===== src/rtl/rgbw_sotp_gen.sv =====
// Purpose: serial LED output engine; pops 32-bit pixel words and drives an SK6812/WS2812-style single-wire line.
// Latency: 4 clocks from FIFO read to buffered pixel, 1 idle clock into the first bit, then gapless pixels.
// Backpressure: reads only while the one-pixel buffer is empty; at most one FIFO read is outstanding.
module rgbw_sotp_gen #(
  parameter int T0H       = 16,
  parameter int T0L       = 74,
  parameter int T1H       = 45,
  parameter int T1L       = 45,
  parameter int STR_RST   = 7681,
  parameter int OUT_BYTES = 4,
  parameter int ORDER     = 0,
  parameter int CNT_W     = $clog2(STR_RST + 1)
) (
  input  logic        clk,
  input  logic        rst,
  input  logic        w_extract,
  input  logic        in_rd_fifo_empty,
  input  logic [31:0] in_rd_fifo_data,
  output logic        out_rd_fifo_en,
  output logic        out_sig,
  output logic        out_busy,
  output logic [15:0] out_pix_count,
  output logic        out_underrun
);

  typedef struct packed {
    logic [7:0] r;
    logic [7:0] g;
    logic [7:0] b;
    logic [7:0] w;
  } pix_t;

  typedef enum logic [1:0] {F_IDLE, F_WAIT, F_CONV} fstate_t;
  typedef enum logic [1:0] {S_IDLE, S_HIGH, S_LOW, S_RST} sstate_t;

  // Reload values: a phase of N clocks counts N-1 down to 0.
  localparam logic [CNT_W-1:0] T0H_M1 = CNT_W'(T0H - 1);
  localparam logic [CNT_W-1:0] T0L_M1 = CNT_W'(T0L - 1);
  localparam logic [CNT_W-1:0] T1H_M1 = CNT_W'(T1H - 1);
  localparam logic [CNT_W-1:0] T1L_M1 = CNT_W'(T1L - 1);
  localparam logic [CNT_W-1:0] RST_M1 = CNT_W'(STR_RST - 1);
  localparam logic [5:0]       NBITS  = 6'(8 * OUT_BYTES);
  localparam bit               W_OK   = (OUT_BYTES == 4);

  // Fetch side state
  fstate_t    f_state;
  logic       conv_ph;
  logic [7:0] col_r, col_g, col_b;
  logic       ext_q;
  logic [7:0] min_q;
  logic [7:0] min_rb;
  pix_t       conv_pix;

  // One-entry prefetch buffer
  pix_t       buf_dat;
  logic       buf_is_rst;
  logic       buf_full;
  logic       buf_load;
  logic       buf_take;
  logic       word_cap;

  // Serial side state
  sstate_t        s_state;
  logic [CNT_W-1:0] cnt;
  logic [5:0]     bitcnt;
  logic [31:0]    sh;
  logic [31:0]    load_word;
  logic [CNT_W-1:0] load_cnt;
  logic [15:0]    pix_next;
  logic           pix_end;

  logic unused_fifo_bits;
  assign unused_fifo_bits = ^in_rd_fifo_data[29:24];

  // The read pulse is registered, so the FIFO word is on the bus the cycle after the pulse.
  assign word_cap = (f_state == F_WAIT) && !out_rd_fifo_en;

  // Combinational helpers for conversion, buffer handshake and shifter loading.
  always_comb begin
    min_rb = (col_r < col_b) ? col_r : col_b;

    conv_pix = '{r: col_r, g: col_g, b: col_b, w: 8'h00};
    if (ext_q) begin
      conv_pix = '{r: col_r - min_q, g: col_g - min_q, b: col_b - min_q, w: min_q};
    end

    buf_load = ((f_state == F_CONV) && conv_ph) ||
               (word_cap && in_rd_fifo_data[31] && in_rd_fifo_data[30]);

    pix_end  = (s_state == S_LOW) && (cnt == '0) && (bitcnt == 6'd1);
    buf_take = buf_full && ((s_state == S_IDLE) || pix_end);

    if (ORDER == 1) begin
      load_word = {buf_dat.g, buf_dat.r, buf_dat.b, buf_dat.w};
    end else begin
      load_word = {buf_dat.r, buf_dat.g, buf_dat.b, buf_dat.w};
    end
    load_cnt = load_word[31] ? T1H_M1 : T0H_M1;

    pix_next = (out_pix_count == 16'hFFFF) ? out_pix_count : out_pix_count + 16'd1;
  end

  // Fetch FSM: issue one read when the buffer is empty, then capture and convert the word.
  always_ff @(posedge clk) begin
    if (rst) begin
      f_state        <= F_IDLE;
      out_rd_fifo_en <= 1'b0;
      conv_ph        <= 1'b0;
    end else begin
      out_rd_fifo_en <= 1'b0;
      case (f_state)
        F_IDLE: begin
          if (!buf_full && !in_rd_fifo_empty) begin
            out_rd_fifo_en <= 1'b1;
            f_state        <= F_WAIT;
          end
        end
        F_WAIT: begin
          if (word_cap) begin
            // Invalid words are dropped; stream resets go straight into the buffer.
            if (!in_rd_fifo_data[31] || in_rd_fifo_data[30]) begin
              f_state <= F_IDLE;
            end else begin
              conv_ph <= 1'b0;
              f_state <= F_CONV;
            end
          end
        end
        F_CONV: begin
          if (!conv_ph) begin
            conv_ph <= 1'b1;
          end else begin
            conv_ph <= 1'b0;
            f_state <= F_IDLE;
          end
        end
        default: f_state <= F_IDLE;
      endcase
    end
  end

  // Fetch datapath: colour latch, white minimum and buffer contents.
  always_ff @(posedge clk) begin
    if (word_cap && in_rd_fifo_data[31] && !in_rd_fifo_data[30]) begin
      col_g <= in_rd_fifo_data[23:16];
      col_r <= in_rd_fifo_data[15:8];
      col_b <= in_rd_fifo_data[7:0];
      ext_q <= w_extract && W_OK;
    end
    if ((f_state == F_CONV) && !conv_ph) begin
      min_q <= (min_rb < col_g) ? min_rb : col_g;
    end
    if (buf_load) begin
      buf_is_rst <= (f_state == F_WAIT);
      if (f_state == F_CONV) begin
        buf_dat <= conv_pix;
      end
    end
  end

  // Buffer occupancy: filled by the fetch FSM, emptied when the serial FSM takes the entry.
  always_ff @(posedge clk) begin
    if (rst) begin
      buf_full <= 1'b0;
    end else if (buf_load) begin
      buf_full <= 1'b1;
    end else if (buf_take) begin
      buf_full <= 1'b0;
    end
  end

  // Serial FSM: bit timing, pixel chaining, stream reset and status.
  always_ff @(posedge clk) begin
    if (rst) begin
      s_state       <= S_IDLE;
      out_sig       <= 1'b0;
      cnt           <= '0;
      bitcnt        <= '0;
      sh            <= '0;
      out_pix_count <= '0;
      out_underrun  <= 1'b0;
    end else begin
      out_underrun <= 1'b0;
      case (s_state)
        S_IDLE: begin
          if (buf_full) begin
            if (buf_is_rst) begin
              s_state <= S_RST;
              cnt     <= RST_M1;
            end else begin
              sh      <= load_word;
              bitcnt  <= NBITS;
              cnt     <= load_cnt;
              out_sig <= 1'b1;
              s_state <= S_HIGH;
            end
          end
        end
        S_HIGH: begin
          if (cnt == '0) begin
            out_sig <= 1'b0;
            cnt     <= sh[31] ? T1L_M1 : T0L_M1;
            s_state <= S_LOW;
          end else begin
            cnt <= cnt - 1'b1;
          end
        end
        S_LOW: begin
          if (cnt != '0) begin
            cnt <= cnt - 1'b1;
          end else if (bitcnt != 6'd1) begin
            sh      <= {sh[30:0], 1'b0};
            bitcnt  <= bitcnt - 6'd1;
            cnt     <= sh[30] ? T1H_M1 : T0H_M1;
            out_sig <= 1'b1;
            s_state <= S_HIGH;
          end else begin
            // Last clock of a pixel: chain straight into whatever is buffered.
            out_pix_count <= pix_next;
            if (buf_full && !buf_is_rst) begin
              sh      <= load_word;
              bitcnt  <= NBITS;
              cnt     <= load_cnt;
              out_sig <= 1'b1;
              s_state <= S_HIGH;
            end else if (buf_full) begin
              cnt     <= RST_M1;
              s_state <= S_RST;
            end else begin
              s_state      <= S_IDLE;
              out_underrun <= (pix_next != 16'd0) && (f_state != F_CONV);
            end
          end
        end
        S_RST: begin
          if (cnt == '0) begin
            out_pix_count <= '0;
            s_state       <= S_IDLE;
          end else begin
            cnt <= cnt - 1'b1;
          end
        end
        default: s_state <= S_IDLE;
      endcase
    end
  end

  assign out_busy = (s_state != S_IDLE) || buf_full;

endmodule


===== config.mk =====
export PLATFORM = sky130hd
export DESIGN_NAME = rgbw_sotp_gen
export DESIGN_NICKNAME = d
export VERILOG_FILES = /design/src/rtl/rgbw_sotp_gen.sv
export SDC_FILE = /design/constraint.sdc
export NUM_CORES = 1
export LEC_CHECK = 0
export ABC_AREA = 1
export BUFFER_PORTS_ARGS = -buffer_cell sky130_fd_sc_hd__clkbuf_2
export CAP_MARGIN = 20
export CELL_PAD_IN_SITES_DETAIL_PLACEMENT = 0
export CELL_PAD_IN_SITES_GLOBAL_PLACEMENT = 2
export CORE_MARGIN = 2
export CORE_UTILIZATION = 34
export CTS_BUF_LIST = sky130_fd_sc_hd__clkbuf_8
export CTS_CLUSTER_SIZE = 10
export DETAILED_ROUTE_END_ITERATION = 16
export PLACE_DENSITY = 0.8
export SLEW_MARGIN = 20
export SYNTH_ARGS = -nofsm -noshare
export SYNTH_HDL_FRONTEND = slang
export SYNTH_SLANG_ARGS = --single-unit

===== constraint.sdc =====
create_clock -name clk -period 3.05 [get_ports clk]
set_input_delay 0.915 -clock clk [delete_from_list [all_inputs] [get_ports clk]]
set_output_delay 0.915 -clock clk [all_outputs]
set_load 0.02 [all_outputs]

==> insert_results.sql, run 1 <==
INSERT INTO impl_metrics (metric_group, metric, value, unit) VALUES
('final_layout', 'num-fill-cells', '2323', ''),
('synth', 'synth.yosys.seq_area_share', '44.64', '%'),
('worst_hold_path', 'endpoint_with_the_worst_hold_slack', 'out_sig', ''),
('placed_design', 'inst_count_dp', '1295', ''),
('critical_path', 'setup.worst_path.class', 'register to output pin', ''),
('final_layout', 'seqCellArea', '3503', 'um2'),
('power_and_ir_drop', 'worst_ir_drop_vdd', '0.2719', 'mV'),
('critical_path', 'worst-r2r-setup-slack', '0.31', 'ns'),
('critical_path', 'setup.worst_path.start_class', 'register', ''),
('power_and_ir_drop', 'power.density_cell_area', '712.7', 'nW/um2'),
('clock_network', 'tritoncts_clock_tree', 'done', ''),
('sta', 'final_setup_violating_endpoints', '0', ''),
('global_route', 'grt_pass1_wl', '31.20', 'mm'),
('power_and_ir_drop', 'static-leakage-power', '3.837', 'nW'),
('sta', 'final_period_minus_worst_setup_slack', '2.849', 'ns'),
('synth', 'ys_types', '48', ''),
('routing', 'remaining_drc_errors', '0', ''),
('critical_path', 'timing.critical_path.to_type', 'output pin', ''),
('clock_network', 'path_clk_slew', '0.08', 'ns'),
('global_route', 'largest_net_degree_at_the_start_of_global_routing', '42', ''),
('routing', 'firstDrtPassIters', '4', ''),
('floorplan', 'dieArea', '24320', 'um2'),
('critical_path', 'worst_ep_required_time', '2.13', 'ns'),
('sta', 'final.period_utilization', '93.42', '%'),
('sta', 'timing_max_transition_violations_final', '0', ''),
('synth', 'syn-num-nets', '1049', ''),
('final_layout', 'final_cell_count_no_fill', '1327', ''),
('floorplan', 'dieHeight', '155.9', 'um'),
('worst_hold_path', 'min_delay_path_depth', '2', ''),
('final_layout', 'diodes', '0', ''),
('final_layout', 'multi_input_comb_area', '3791', 'um2'),
('sta', 'post-route-worst-setup-slack', '0.2007', 'ns'),
('global_route', 'grt.met2_usage', '25.83', '%'),
('worst_hold_path', 'hold_path_class', 'register to register', ''),
('global_route', 'groute.layer.met3.usage', '2.833', '%'),
('job', 'timing.max_cap.violations', '0', ''),
('clock_network', 'number_of_h_tree_levels', '4', ''),
('routing', 'postRouteAntennaNets', '0', ''),
('sta', 'slew_headroom', '29.81', '%'),
('floorplan', 'floorplan.io_pins', '56', ''),
('clock_network', 'cts_made_buffers', '17', ''),
('synth', 'postSynthCellCount', '971', ''),
('final_layout', 'drive_above_1_share', '12.86', '%'),
('critical_path', 'r2r-start', 'col_b[3]', ''),
('placed_design', 'setup_slack_after_placement', '0.1112', 'ns'),
('final_layout', 'area_growth', '13.07', '%'),
('global_route', 'groute.usage.overall', '16.21', '%'),
('sta', 'finalHoldViolations', '0', ''),
('synth', 'synth_seq_cells', '142', ''),
('sta', 'worstMarginPinSlew', '1.052', 'ns'),
('synth', 'asyncSetResetFlopFracSynth', '0', '%'),
('clock_network', 'hold_bufs_inserted_after_cts', '0', ''),
('final_layout', 'highest_count_cells_in_the_layout_ignoring_fill_and_taps', 'nand2_1 (249), inv_1 (107), dfxtp_1 (76)', ''),
('routing', 'post_drt_via_cell_ratio', '4.708', ''),
('final_layout', 'layout_commonest_cell', 'nand2_1', ''),
('critical_path', 'timing.rr.end', 'min_q[4]', ''),
('outcome', 'outcome', 'completed', ''),
('synth', 'synth_enable_flop_cells', '66', ''),
('routing', 'vias', '6248', ''),
('routing', 'drt-initial-drc-count', '398', ''),
('sta', 'timing.clock.skew', '0.01609', 'ns'),
('placed_design', 'place.gp.congestion', '0.7416', ''),
('clock_network', 'worst_skew_pair.late_latency', '0.45', 'ns'),
('synth', 'synth_area_per_cell', '8.083', 'um2'),
('global_route', 'grt.busiest_layer', 'met2', ''),
('synth', 'dominantRegCellSynth', 'dfxtp_1', ''),
('sta', 'fmax', '351.0', 'MHz'),
('global_route', 'grt_antenna_before_repair', '0', ''),
('worst_hold_path', 'min-delay-start', 'out_sig', ''),
('floorplan', 'initial_utilization', '34.67', '%'),
('clock_network', 'max-clock-path-buffers', '2', '');
-- synthesized netlist by cell type, types with 2 or more instances --
cell | count | area share (%)
nand2_2 | 3 | 0.24
o21ai_1 | 31 | 2.0
nor2_1 | 71 | 3.4
xnor2_1 | 5 | 0.56
a31oi_1 | 37 | 2.9
edfxtp_1 | 66 | 25
inv_4 | 2 | 0.16
nand3b_1 | 3 | 0.29
xor2_1 | 26 | 2.9
buf_2 | 7 | 0.45
a21oi_1 | 63 | 4.0
nor2_4 | 4 | 0.57
fa_1 | 3 | 0.77
nor3_1 | 12 | 0.77
buf_6 | 4 | 0.57
nor2_2 | 2 | 0.16
ha_1 | 39 | 6.2
nand2_4 | 2 | 0.29
nand3_1 | 39 | 2.5
o21ai_2 | 2 | 0.22
a22oi_1 | 3 | 0.29
o21a_1 | 3 | 0.29
nor4_1 | 2 | 0.16
nand2_1 | 251 | 12
dfxtp_1 | 76 | 19
a21oi_4 | 2 | 0.41
or2_2 | 4 | 0.32
inv_1 | 106 | 5.1
o22ai_1 | 5 | 0.40
o21ai_0 | 55 | 3.5
a211oi_1 | 3 | 0.29
nand4_1 | 7 | 0.56
clkbuf_1 | 18 | 0.86
-- logic make-up after synthesis --
logic type                 Yosys count  share of synthesized area, %
AOI/OAI and AO/OA                  208                         14.92
buffers and inverters              140                         7.269
and+or+nand+nor                    408                         22.73
xor gates and xnor gates            31                         3.459
adders and majority gates           42                         6.982
DFF                                142                         44.64
-- state kept, by name, indices dropped and copies added, names as in the netlist, 2 cells and up --
signal / count
out_pix_count: 16
min_q: 8
f_state: 2
col_b: 8
bitcnt: 6
col_g: 8
col_r: 8
sh: 32
s_state: 2
cnt: 13
buf_dat: 32
-- cell type report --
cell class                      instances  area share, %
Multi-Input combinational cell        689          42.72
Timing Repair Buffer                   70          4.540
Inverter                              109          4.667
Clock buffer                           19          2.947
Tap cell                              285          4.018
Sequential cell                       142          39.48
Clock inverter                         13          1.635
-- where the power goes --
part | switching [mW] | total [mW] | internal (mW)
clock network | 0.734 | 1.58 | 0.841
logic | 1.49 | 2.23 | 0.731
registers | 0.235 | 2.52 | 2.29
total | 2.46 | 6.32 | 3.86
-- worst max-delay path by stage --
| stage | startpoint | end | slack (ns) |
|---|---|---|---|
| final | s_state[0] | out_busy | 0.20 |
| after global routing | s_state[0] | out_busy | 0.02 |
| after CTS | col_b[7] | min_q[5] | 0.1 |
| after detailed placement | col_b[7] | min_q[6] | 0.11 |
| after global placement | col_r[7] | min_q[0] | 0.10 |
| after floorplan | col_r[7] | min_q[0] | 0.09 |
-- worst max-delay path, stage by stage, from the launching register on --
cell and delay, ns:
dfxtp_1 0.42, nor2_1 0.20, inv_1 0.18, nor2_1 0.29, inv_1 0.21, clkbuf_2 0.20
-- layer usage --
| metal | vias up | routed length, um | part of all wire [%] |
|---|---|---|---|
| li1 | 3375 | - | - |
| met5 | - | 0 | 0 |
| met4 | 0 | 171 | 0.92 |
| met1 | 2807 | 9577 | 52 |
| met2 | 57 | 8344 | 45 |
| met3 | 9 | 438 | 2.4 |
-- repair_timing --
action                     in CTS  in global routing
buffers inserted                0                  0
gates resized for setup         0                  5
setup endpoints to repair       0                  8
-- stage by stage --
step | hold slack (ns) | power (mW) | area [um2]
3_5_place_dp | 0.4610 | 4.797 | 8459
6_report | 0.4703 | 6.325 | 8875
5_1_grt | 0.5015 | 6.820 | 8875
2_1_floorplan | 0.4435 | 4.320 | 7854
3_3_place_gp | 0.4678 | 4.815 | 8459
4_1_cts | 0.4710 | 6.403 | 8866
Power figures use the tool's default switching activity.
==> run 2: changes to the inputs <==
MAX_ROUTING_LAYER = met4   (was unset)
==> run 2 against run 1 <==
Effect of this change: sequential share of layout area unchanged; register-to-register slack barely moved; total power is essentially flat; sequential cell count unchanged; final cell count unchanged; clock power about the same; non-clock buffer count unchanged; design area unchanged; combinational power about the same; setup slack worse by 0.0082 ns; largest power group unchanged; highest routed layer unchanged.
==> insert_results.sql, run 2 (synthesis results as in run 1) <==
INSERT INTO impl_metrics (metric_group, metric, value, unit) VALUES
('final_layout', 'largestRegisters', 'buf_dat (32), sh (32), out_pix_count (16)', ''),
('sta', 'fmax', '349.9', 'MHz'),
('sta', 'finalHoldViolations', '0', ''),
('job', 'timing.max_cap.violations', '0', ''),
('routing', 'post_drt_via_cell_ratio', '4.732', ''),
('sta', 'timing.clock.skew', '0.01617', 'ns'),
('sta', 'final.period_utilization', '93.69', '%'),
('sta', 'final_period_minus_worst_setup_slack', '2.858', 'ns'),
('floorplan', 'num_rows', '55', ''),
('critical_path', 'critical-path-slowest-cell', 'dfxtp_1', ''),
('power_and_ir_drop', 'post-layout-total-power', '6.326', 'mW'),
('floorplan', 'dieArea', '24320', 'um2'),
('clock_network', 'worst_skew_pair.late_latency', '0.45', 'ns'),
('clock_network', 'number_of_h_tree_levels', '4', ''),
('sta', 'rsz0062_at_grt', 'false', ''),
('power_and_ir_drop', 'clkPwrFrac', '25.0', '%'),
('floorplan', 'core_region_area', '22640', 'um2'),
('floorplan', 'initial_utilization', '34.67', '%'),
('routing', 'postRouteAntennaNets', '0', ''),
('final_layout', 'highest_count_cells_in_the_layout_ignoring_fill_and_taps', 'nand2_1 (249), inv_1 (107), dfxtp_1 (76)', ''),
('routing', 'drt-initial-drc-count', '355', ''),
('global_route', 'grt_pass1_wl', '31.19', 'mm'),
('outcome', 'outcome', 'completed', ''),
('floorplan', 'dieHeight', '155.9', 'um'),
('critical_path', 'setup.worst_path.class', 'register to output pin', ''),
('final_layout', 'diodes', '0', ''),
('power_and_ir_drop', 'static-leakage-power', '3.837', 'nW'),
('final_layout', 'layout_commonest_cell', 'nand2_1', ''),
('sta', 'worstMarginPinSlew', '1.053', 'ns'),
('power_and_ir_drop', 'power.density_cell_area', '712.8', 'nW/um2'),
('floorplan', 'floorplan.io_pins', '56', ''),
('final_layout', 'num-fill-cells', '2323', ''),
('global_route', 'global_route.overflow_total', '0', ''),
('power_and_ir_drop', 'p_sw_share', '38.97', '%'),
('routing', 'vias', '6280', ''),
('clock_network', 'clkSinkCount', '142', ''),
('clock_network', 'tritoncts_clock_tree', 'done', ''),
('placed_design', 'port-buffer-count', '49', ''),
('sta', 'timing_max_transition_violations_final', '0', ''),
('placed_design', 'place_hpwl', '13.54', 'mm'),
('sta', 'whs', '0.4702', 'ns'),
('placed_design', 'placement.cell_area', '8459', 'um2'),
('critical_path', 'setup.worst_path.start_class', 'register', ''),
('final_layout', 'final_cell_count_no_fill', '1327', ''),
('critical_path', 'cpPeakStageDelay', '0.42', 'ns'),
('global_route', 'number_of_global_route_vias_before_repair', '6103', ''),
('worst_hold_path', 'hold_path_class', 'register to register', ''),
('clock_network', 'cts_made_buffers', '17', ''),
('power_and_ir_drop', 'p_int', '3.861', 'mW'),
('final_layout', 'layout.cell_area.non_filler', '8875', 'um2'),
('critical_path', 'worst_ep_arrival_time', '1.94', 'ns'),
('final_layout', 'drive_above_1_share', '12.86', '%'),
('power_and_ir_drop', 'comb_power_share', '35.1', '%'),
('global_route', 'groute.usage.overall', '16.70', '%'),
('power_and_ir_drop', 'worst_ir_drop_vdd', '0.2720', 'mV'),
('routing', 'remaining_drc_errors', '0', ''),
('clock_network', 'max-clock-path-buffers', '2', ''),
('sta', 'final_setup_violating_endpoints', '0', ''),
('sta', 'setup_tns', '0', 'ns'),
('floorplan', 'dieWidth', '155.9', 'um'),
('clock_network', 'path_clk_slew', '0.08', 'ns'),
('placed_design', 'inst_count_dp', '1295', ''),
('critical_path', 'worst_ep_required_time', '2.13', 'ns'),
('clock_network', 'hold_bufs_inserted_after_cts', '0', ''),
('placed_design', 'place.gp.congestion', '0.7544', ''),
('power_and_ir_drop', 'switching_power', '2.466', 'mW'),
('critical_path', 'critical_path.cell_chain', 'nor2_1 -> inv_1 -> nor2_1 -> inv_1 -> clkbuf_2', ''),
('sta', 'post-route-worst-setup-slack', '0.1924', 'ns'),
('final_layout', 'area_growth', '13.07', '%'),
('critical_path', 'peak_fanout_along_the_critical_path', '8', ''),
('clock_network', 'clockRootBuffer', 'clkbuf_8', ''),
('sta', 'slew_headroom', '29.76', '%'),
('global_route', 'grt_antenna_before_repair', '0', ''),
('final_layout', 'num-nets-final', '1107', ''),
('critical_path', 'timing.critical_path.to_type', 'output pin', ''),
('final_layout', 'fin_util', '39.20', '%'),
('routing', 'routedWlPerCell', '14.02', 'um'),
('routing', 'firstDrtPassIters', '5', ''),
('placed_design', 'setup_slack_after_placement', '0.1112', 'ns'),
('global_route', 'largest_net_degree_at_the_start_of_global_routing', '42', ''),
('routing', 'totalWireLength', '18.60', 'mm'),
('power_and_ir_drop', 'power.sequential.fraction', '39.9', '%');
## run 2: cell counts in the layout (fill, tap and decap cells not counted)
Identical to the previous run, type by type.
## run 2: what timing repair did
item,CTS,global route
endpoints found under the hold margin,0,0
buffers inserted,0,0
gates resized for setup,0,5
setup endpoints to repair,0,8
## run 2: cell type report
class,instances,area (um2),share of cell area (%)
clock buffers,19,261.5,2.947
clock inverters,13,145.1,1.635
inverters,109,414.1,4.667
multi-input cells,689,3791,42.72
flip-flops and latches,142,3503,39.48
well taps,285,356.6,4.018
repair buffers,70,402.9,4.540
## run 2: worst max-delay path, delay by kind of cell (launching register included)
kind	cells	cell delay, ns
buffers and inverters	3	0.58
AND/OR/NAND/NOR	2	0.50
flip-flops	1	0.42
## run 2: power groups by stage
stage                     clock, mW  sequential [mW]  combinational, mW
after global placement            0             2.56               2.25
after detailed placement          0             2.56               2.24
after global routing           1.72             2.56               2.54
after CTS                      1.63             2.52               2.24
final                          1.58             2.52               2.22
after floorplan                   0             2.49               1.83
## run 2: worst paths after layout
kind                   start  endpoint  slack, ns  cells after the start
setup / recovery  s_state[0]  out_busy       0.19                      5
hold / removal       out_sig   out_sig       0.47                      2
setup reg to reg    col_b[3]  min_q[4]       0.31                     15
hold reg to reg      out_sig   out_sig       0.47                      2
## run 2: layer usage
layer | global-route usage (%) | vias to the layer above | part of all wire, %
met2 | 25.81 | 73 | 45
met3 | 2.861 | 19 | 2.3
met5 | - | - | 0
met1 | 22.79 | 2813 | 52
li1 | - | 3375 | -
met4 | 4.369 | 0 | 1.2
